$ cat src/rtl/multicycle_control.sv
// Multi-cycle MIPS control: sequences fetch/decode/exec/mem/writeback, drives the
// shared-ALU datapath controls, the memory request/ready handshake and trap redirection.
module multicycle_control #(
   parameter bit          IRQ_EN      = 1'b1,
   parameter bit          EXC_EN      = 1'b1,
   parameter int unsigned MEM_TIMEOUT = 0
) (
   input  logic       clk,
   input  logic       reset,
   input  logic [5:0] opcode,
   input  logic [5:0] funct,
   input  logic       irq,
   input  logic       pc_31,
   input  logic       branch_taken,
   input  logic       mem_ready,
   output logic       mem_req,
   output logic       IorD,
   output logic       MemRead,
   output logic       MemWrite,
   output logic       IRWrite,
   output logic       PCWrite,
   output logic       RegWrite,
   output logic [1:0] RegDst,
   output logic [1:0] MemtoReg,
   output logic [1:0] ALUSrcA,
   output logic [1:0] ALUSrcB,
   output logic [2:0] PCSrc,
   output logic [5:0] ALUFun,
   output logic       ExtOp,
   output logic       LuOp,
   output logic       Sign,
   output logic       bus_err,
   output logic       instr_done
);
   localparam int unsigned CNT_W = (MEM_TIMEOUT > 0) ? $clog2(MEM_TIMEOUT + 1) : 1;

   localparam logic [5:0] FUN_ADD = 6'h00, FUN_SUB = 6'h01, FUN_AND = 6'h18,
                          FUN_OR  = 6'h1E, FUN_XOR = 6'h16, FUN_NOR = 6'h11,
                          FUN_SLL = 6'h20, FUN_SRL = 6'h21, FUN_SRA = 6'h23,
                          FUN_EQ  = 6'h33, FUN_NEQ = 6'h31, FUN_LT  = 6'h35,
                          FUN_LEZ = 6'h3D, FUN_GTZ = 6'h3F, FUN_LTZ = 6'h3B;

   typedef enum logic [2:0] {
      FETCH, DECODE, EXEC, MEM, WB_ALU, WB_MEM, TRAP
   } state_e;

   typedef enum logic [3:0] {
      C_UNDEF, C_R, C_I, C_BR, C_J, C_JAL, C_JR, C_JALR, C_LW, C_SW
   } cls_e;

   state_e           state_q, state_d;
   logic [CNT_W-1:0] cnt_q, cnt_d;
   logic             cause_q, cause_d;   // 0 = IRQ, 1 = exception/timeout

   cls_e       cls;
   logic [5:0] dec_fun;
   logic [1:0] dec_src_a, dec_src_b;
   logic       dec_ext, dec_lu, dec_sign;
   logic       timeout;

   // Instruction class and EXEC-stage ALU controls from the IR fields
   always_comb begin
      cls       = C_UNDEF;
      dec_fun   = FUN_ADD;
      dec_src_a = 2'b01;
      dec_src_b = 2'b00;
      dec_ext   = 1'b0;
      dec_lu    = 1'b0;
      dec_sign  = 1'b0;
      case (opcode)
         6'h00: begin
            cls = C_R;
            case (funct)
               6'h20: dec_sign = 1'b1;
               6'h21: ;
               6'h22: begin dec_fun = FUN_SUB; dec_sign = 1'b1; end
               6'h23: dec_fun = FUN_SUB;
               6'h24: dec_fun = FUN_AND;
               6'h25: dec_fun = FUN_OR;
               6'h26: dec_fun = FUN_XOR;
               6'h27: dec_fun = FUN_NOR;
               6'h00: begin dec_fun = FUN_SLL; dec_src_a = 2'b10; end
               6'h02: begin dec_fun = FUN_SRL; dec_src_a = 2'b10; end
               6'h03: begin dec_fun = FUN_SRA; dec_src_a = 2'b10; end
               6'h2A: begin dec_fun = FUN_LT; dec_sign = 1'b1; end
               6'h2B: dec_fun = FUN_LT;
               6'h08: cls = C_JR;
               6'h09: cls = C_JALR;
               default: cls = C_UNDEF;
            endcase
         end
         6'h23: begin cls = C_LW; dec_src_b = 2'b10; dec_ext = 1'b1; end
         6'h2B: begin cls = C_SW; dec_src_b = 2'b10; dec_ext = 1'b1; end
         6'h0F: begin cls = C_I; dec_src_b = 2'b10; dec_lu = 1'b1; end
         6'h08: begin cls = C_I; dec_src_b = 2'b10; dec_ext = 1'b1; dec_sign = 1'b1; end
         6'h09: begin cls = C_I; dec_src_b = 2'b10; dec_ext = 1'b1; end
         6'h0C: begin cls = C_I; dec_src_b = 2'b10; dec_fun = FUN_AND; end
         6'h0D: begin cls = C_I; dec_src_b = 2'b10; dec_fun = FUN_OR; end
         6'h0A: begin
            cls = C_I; dec_src_b = 2'b10; dec_fun = FUN_LT; dec_ext = 1'b1; dec_sign = 1'b1;
         end
         6'h0B: begin cls = C_I; dec_src_b = 2'b10; dec_fun = FUN_LT; dec_ext = 1'b1; end
         6'h04: begin cls = C_BR; dec_fun = FUN_EQ; end
         6'h05: begin cls = C_BR; dec_fun = FUN_NEQ; end
         6'h06: begin cls = C_BR; dec_fun = FUN_LEZ; end
         6'h07: begin cls = C_BR; dec_fun = FUN_GTZ; end
         6'h01: begin cls = C_BR; dec_fun = FUN_LTZ; end
         6'h02: cls = C_J;
         6'h03: cls = C_JAL;
         default: cls = C_UNDEF;
      endcase
   end

   assign timeout = (MEM_TIMEOUT != 0) && !mem_ready && (cnt_q == CNT_W'(MEM_TIMEOUT));

   // Next state, wait counter, trap cause and all control outputs
   always_comb begin
      state_d    = state_q;
      cnt_d      = '0;
      cause_d    = cause_q;
      mem_req    = 1'b0;
      IorD       = 1'b0;
      MemRead    = 1'b0;
      MemWrite   = 1'b0;
      IRWrite    = 1'b0;
      PCWrite    = 1'b0;
      RegWrite   = 1'b0;
      RegDst     = 2'b00;
      MemtoReg   = 2'b00;
      ALUSrcA    = 2'b00;
      ALUSrcB    = 2'b00;
      PCSrc      = 3'b000;
      ALUFun     = FUN_ADD;
      ExtOp      = 1'b0;
      LuOp       = 1'b0;
      Sign       = 1'b0;
      bus_err    = 1'b0;
      instr_done = 1'b0;
      case (state_q)
         FETCH: begin
            mem_req = 1'b1;
            MemRead = 1'b1;
            if (mem_ready) begin
               IRWrite = 1'b1;
               PCWrite = 1'b1;
               ALUSrcB = 2'b01;
               state_d = DECODE;
            end else if (timeout) begin
               mem_req = 1'b0;
               bus_err = 1'b1;
               cause_d = 1'b1;
               state_d = TRAP;
            end
         end
         DECODE: begin
            ALUSrcB = 2'b11;
            if (IRQ_EN && irq && !pc_31) begin
               cause_d = 1'b0;
               state_d = TRAP;
            end else if (EXC_EN && cls == C_UNDEF) begin
               cause_d = 1'b1;
               state_d = TRAP;
            end else if (cls == C_UNDEF) begin
               state_d = FETCH;
            end else begin
               state_d = EXEC;
            end
         end
         EXEC: begin
            state_d = FETCH;
            if (cls inside {C_R, C_I, C_BR, C_LW, C_SW}) begin
               ALUSrcA = dec_src_a;
               ALUSrcB = dec_src_b;
               ALUFun  = dec_fun;
               ExtOp   = dec_ext;
               LuOp    = dec_lu;
               Sign    = dec_sign;
            end
            case (cls)
               C_BR: begin PCWrite = branch_taken; PCSrc = 3'b001; end
               C_J, C_JAL: begin PCWrite = 1'b1; PCSrc = 3'b010; end
               C_JR, C_JALR: begin PCWrite = 1'b1; PCSrc = 3'b011; end
               C_LW, C_SW: state_d = MEM;
               default: state_d = WB_ALU;
            endcase
            if (cls == C_JAL || cls == C_JALR) begin
               RegWrite = 1'b1;
               RegDst   = 2'b10;
               MemtoReg = 2'b10;
            end
         end
         MEM: begin
            mem_req  = 1'b1;
            IorD     = 1'b1;
            MemRead  = (cls == C_LW);
            MemWrite = (cls == C_SW);
            if (mem_ready) begin
               state_d = (cls == C_LW) ? WB_MEM : FETCH;
            end else if (timeout) begin
               mem_req  = 1'b0;
               MemWrite = 1'b0;
               bus_err  = 1'b1;
               cause_d  = 1'b1;
               state_d  = TRAP;
            end
         end
         WB_ALU: begin
            RegWrite = 1'b1;
            RegDst   = (cls == C_R) ? 2'b00 : 2'b01;
            state_d  = FETCH;
         end
         WB_MEM: begin
            RegWrite = 1'b1;
            RegDst   = 2'b01;
            MemtoReg = 2'b01;
            state_d  = FETCH;
         end
         TRAP: begin
            RegWrite = 1'b1;
            RegDst   = 2'b11;
            MemtoReg = 2'b11;
            PCWrite  = 1'b1;
            PCSrc    = {2'b10, cause_q};
            state_d  = FETCH;
         end
         default: state_d = FETCH;
      endcase

      if ((state_q == FETCH || state_q == MEM) && state_d == state_q && !mem_ready)
         cnt_d = cnt_q + CNT_W'(1);
      instr_done = (state_d == FETCH) && (state_q != FETCH);

      // Reset abandons the instruction: no side effects on this cycle
      if (reset) begin
         mem_req    = 1'b0;
         MemWrite   = 1'b0;
         IRWrite    = 1'b0;
         PCWrite    = 1'b0;
         RegWrite   = 1'b0;
         bus_err    = 1'b0;
         instr_done = 1'b0;
      end
   end

   always_ff @(posedge clk) begin
      if (reset) begin
         state_q <= FETCH;
         cnt_q   <= '0;
         cause_q <= 1'b0;
      end else begin
         state_q <= state_d;
         cnt_q   <= cnt_d;
         cause_q <= cause_d;
      end
   end
endmodule

$ cat config.mk
export PLATFORM = sky130hd
export DESIGN_NAME = multicycle_control
export DESIGN_NICKNAME = d
export VERILOG_FILES = /design/src/rtl/multicycle_control.sv
export SDC_FILE = /design/constraint.sdc
export NUM_CORES = 1
export LEC_CHECK = 0
export CAP_MARGIN = 20
export CORE_UTILIZATION = 39
export CTS_CLUSTER_SIZE = 12
export DETAILED_ROUTE_END_ITERATION = 7
export HOLD_SLACK_MARGIN = 0.08
export PLACE_DENSITY = 0.77
export SYNTH_ARGS = -nofsm -noshare
export SYNTH_HDL_FRONTEND = slang
export SYNTH_SLANG_ARGS = --single-unit
$ cat constraint.sdc
create_clock -name clk -period 1.9 [get_ports clk]
set_input_delay 0.285 -clock clk [delete_from_list [all_inputs] [get_ports clk]]
set_output_delay 0.285 -clock clk [all_outputs]
set_load 0.02 [all_outputs]
==> metrics.txt, run 1 <==
worst_ep kind output port; root buf cell clkbuf_4; synth cell count leaders 24 x nor2_1, 19 x nand2_1, 13 x a21oi_1, 13 x nor3_1, 11 x nand3_1; Yosys reg bits 4; Avg Synthesized Cell Area around 6.3 sq um; largest net degree at the start of global routing 14; # port buffers 45; top cell type's share of synthesized area 0.0783; Sink Count 4; Num CTS Buffers 3; first error [ERROR GRT-0232] Routing congestion too high. Check the congestion heatmap in the GUI.; Synth area leader nor2_1; register area share after synthesis 0.0696; adder-cell area share of the yosys netlist 0; Post-synth ARST share 0; status aborted with a tool error; GR Util All Layers 0.905; top-count cell post-synth nor2_1; Die H 56.3 microns; clock buffer depth 2; Post-Synth Simple-Gate Area 0.479; EDFF count, synth 0; post-synthesis mux area share 0.00871; main combinational cell family by area after synthesis simple AND/OR/NAND/NOR gates; synth warn 0; grt ovf around 190; synthesized net count 200; mapped cell area approximately 1100 sq um; row count 19; worst endpoint after global-route timing repair PCWrite; DPL Wire Length 3900 microns; CTS H-tree depth 1; placer congestion estimate 0.919; compound-cell area share of the yosys netlist 0.335; unique cell type count in the Yosys netlist 54; Synth Instances about 180; # IOs 47; Most used DFF post-synth dfxtp_1; Halt Stage global routing; Die X between 50 and 60 microns; Starting Density 0.413; Synth Area in XOR/XNOR 0.0152; ranking of synthesized cells by area nor2_1 7.8%, dfxtp_1 7.0%, nand2_1 6.2%
## through the flow
step	std cells	setup WS, ns	hold slack, ns	TNS (ns)	cell area (sq um)
global placement	310	-1.14	0.494	-21.19	2140
detailed placement	310	-1.21	0.499	-22.70	2140
CTS	329	-0.268	0.510	-1.64	2470
floorplan	182	-0.169	0.440	-0.325	1240
## cells by family after synthesis
kind of cell	Yosys count
mux	1
xor+xnor	2
other cells	1
simple gates	103
compound gates	49
flops	4
buf+inv	22
## per-layer routing
metal / GRT overflow / global-route usage
met5: 0 / 0
met4: 61 / 1.05
met3: 2 / 0.585
met2: 124 / 1.16
met1: 4 / 0.904
## repair_timing
item | in CTS
hold endpoints to repair | 0
hold buffers | 0
resized for setup | 221
pin swaps | 29
setup endpoints to repair | 31
setup buffers | 16
==> run 2: changes to the inputs <==
- CORE_AREA: default -> 2 2 63 65
- CORE_UTILIZATION: 39 -> default
- CTS_CLUSTER_SIZE: 12 -> default
- DIE_AREA: default -> 0 0 65 67
- HOLD_SLACK_MARGIN: 0.08 -> default
- PLACE_DENSITY: 0.77 -> default
- PLACE_DENSITY_LB_ADDON: default -> 0.15
- clock period: 1.9 -> 2.5 ns (I/O delays scaled with it)
==> run 2 against run 1 <==
The flow now finishes without violations. Area after synthesis stayed put. Synthesized cell count did not move.
==> metrics.txt, run 2 <==
synth warn 0; Max FO, Critical Path 8; Maximum Capacitance Violations 0; status complete, no violations; # IOs 47; Die X roughly 65 microns; first-pass GRT wire length 7320 microns; sw frac 0.398; Crit. Startpoint funct[1]; Reg2Reg Depth 5; CP Data Required Time ~2.1 ns; unique cell type count in the Yosys netlist 54; most common cell after layout, fill and taps aside buf_4; R2R Path Start state_q[1]; clk slew on worst S/H paths about 0.030 ns; fin. max-slew vios 0; GR Util All Layers 0.211; count of final setup violators 0; register area share after synthesis 0.0696; Ant. Diodes 0; Final ANT Viol Nets 0; Hold Crit Start cause_q; P_sw around 0.24 mW; Area Growth Syn to Fin 83.9%; final WL around 4600 microns; Synth area leader nor2_1; top cell type's share of synthesized area 0.0783; max reg flops 3; Sequential Power Share 0.132; Largest regs state_q x3, cause_q x1; period utilization 0.961; Yosys reg bits 4; synthesized net count 200; Clock Power Share 0.217; mapped cell area about 1100 sq um; commonest cells after routing, fill and taps aside 53 x buf_4, 23 x nor2_1, 19 x nand2_1; f_max between 400 and 500 MHz; Min-Delay Path Depth 1; nets@finish 295; Worst setup SP type input port; Final min period roughly 2.4 ns; Most used DFF post-synth dfxtp_1; die area 4360 sq um; vias in the first global route 1627; ranking of synthesized cells by area nor2_1 7.8%, dfxtp_1 7.0%, nand2_1 6.2%; total core area about 3600 sq um; largest register by flop count state_q; placer congestion estimate roughly 0.89; Hold WS between 0.4 and 0.5 ns; Num CTS Buffers 3; grt ovf 0; EDFF count, synth 0; Final TNS setup 0 ns; CP arrival around 2 ns; Starting Density 0.319; Comb pwr share 0.651; class of the worst hold path reg2reg; Final Hold Fails 0; Worst setup EP type output pin; Synth Instances around 180; share of cells above drive strength 1 0.371; router iterations before antenna repair 4; CP Class in2out; DPL Wire Length around 3500 microns; row count 22; CTS H-tree depth 1; clock insertion delay at the later pin of the skew report ~0.21 ns; root buf cell clkbuf_8; # port buffers between 40 and 50; DRC 0; synth cell count leaders 24 x nor2_1, 19 x nand2_1, 13 x a21oi_1, 13 x nor3_1, 11 x nand3_1; Sink Count 4; hold_buf cts 0; Avg Synthesized Cell Area ~6.3 sq um; Reg area 80.1 sq um; clock buffer depth 2; CTS tree done; clk_skew between 0.002 and 0.003 ns; top-count cell post-synth nor2_1; Cell Pwr Density between 200 and 300 nW/um^2; RSZ-0062 raised after global routing yes; leakage 0.933 nW; Max IR drop VDD 0.000488 V; footprint of the multi-input gates about 1100 sq um; Post-synth ARST share 0; detailed-route wire length per cell about 14 microns; Die H between 60 and 70 microns; Via density 5.30; Pint between 0.3 and 0.4 mW; Vias between 1500 and 2000; First DRT Iteration DRCs between 80 and 90; initial antenna violation count 0; fillcell total ~360; largest net degree at the start of global routing 14
run 2: per-stage QoR:
step | std cells | setup slack, ns | utilization | total power, mW | cell area, sq um
final | 323 | 0.0972 | 0.586 | 0.602 | 2110
after global routing | 323 | -0.0122 | 0.586 | 0.645 | 2110
after CTS | 320 | 0.00585 | 0.575 | 0.593 | 2070
after detailed placement | 313 | -0.762 | 0.549 | 0.452 | 1980
after global placement | 313 | -0.710 | 0.549 | 0.449 | 1980
after floorplan | 182 | 0.0808 | - | 0.274 | 1150
run 2: metal layers:
metal,track usage,part of all wire,up-vias
met5,0,0,-
met4,0.0266,0,0
met3,0.0321,0.039,0
li1,-,-,858
met1,0.266,0.45,802
met2,0.385,0.51,52
run 2: cell type report:
cell class                      instances  area share
Clock buffer                            3      0.0195
Inverter                                8      0.0142
Multi-Input combinational cell        156       0.498
Sequential cell                         4      0.0379
Tap cell                               48      0.0284
Timing Repair Buffer                  104       0.402
run 2: final timing paths:
path | slack (ns) | to
hold reg to reg | 0.50 | cause_q
setup / recovery | 0.1 | PCSrc[0]
hold / removal | 0.50 | cause_q
setup reg to reg | 0.85 | state_q[2]
run 2: timing repair:
action / 4_1_cts / 5_1_grt
gates resized for setup: 93 / 21
buffers inserted: 4 / 3
endpoints found under the setup margin: 22 / 9
pin swaps: 11 / 13
run 2: power groups by stage:
stage	sequential, mW	combinational (mW)	clock (mW)
finish	0.0796	0.392	0.131
detailed placement	0.0802	0.372	0
floorplan	0.0781	0.196	0
CTS	0.0796	0.379	0.135
global route	0.0808	0.422	0.143
global placement	0.0800	0.369	0
run 2: critical path, cell delays in order:
cell and delay, ns:
buf_2 0.12, buf_4 0.14, buf_6 0.13, a2111oi_4 0.41, o32ai_4 0.16, buf_4 0.16
buf_4 0.13, o211ai_1 0.15, a21oi_1 0.09, buf_4 0.16
run 2: cell families (layout without fill, tap and decap cells):
| family | count (synthesis) | in the layout | share of synthesized area |
|---|---|---|---|
| AO/OA/AOI/OAI | 49 | 49 | 0.335 |
| XOR/XNOR | 2 | 2 | 0.0152 |
| buffers and inverters | 22 | 115 | 0.0892 |
| flip-flops | 4 | 4 | 0.0696 |
| multiplexers | 1 | 1 | 0.00871 |
| other | 1 | 1 | 0.00326 |
| AND/OR/NAND/NOR | 103 | 103 | 0.479 |
No activity file was read; power rests on OpenSTA's default activity.
==> run 3: changes to the inputs <==
- CTS_BUF_LIST: default -> sky130_fd_sc_hd__clkbuf_2 sky130_fd_sc_hd__clkbuf_4 sky130_fd_sc_hd__clkbuf_8
==> results of run 3 <==
The final DEF is identical to that of run 2; final timing and power are the same.
==> run 4: changes to the inputs <==
- SLEW_MARGIN: default -> 20
==> results of run 4 <==
The final DEF is identical to that of run 2; final timing and power are the same.
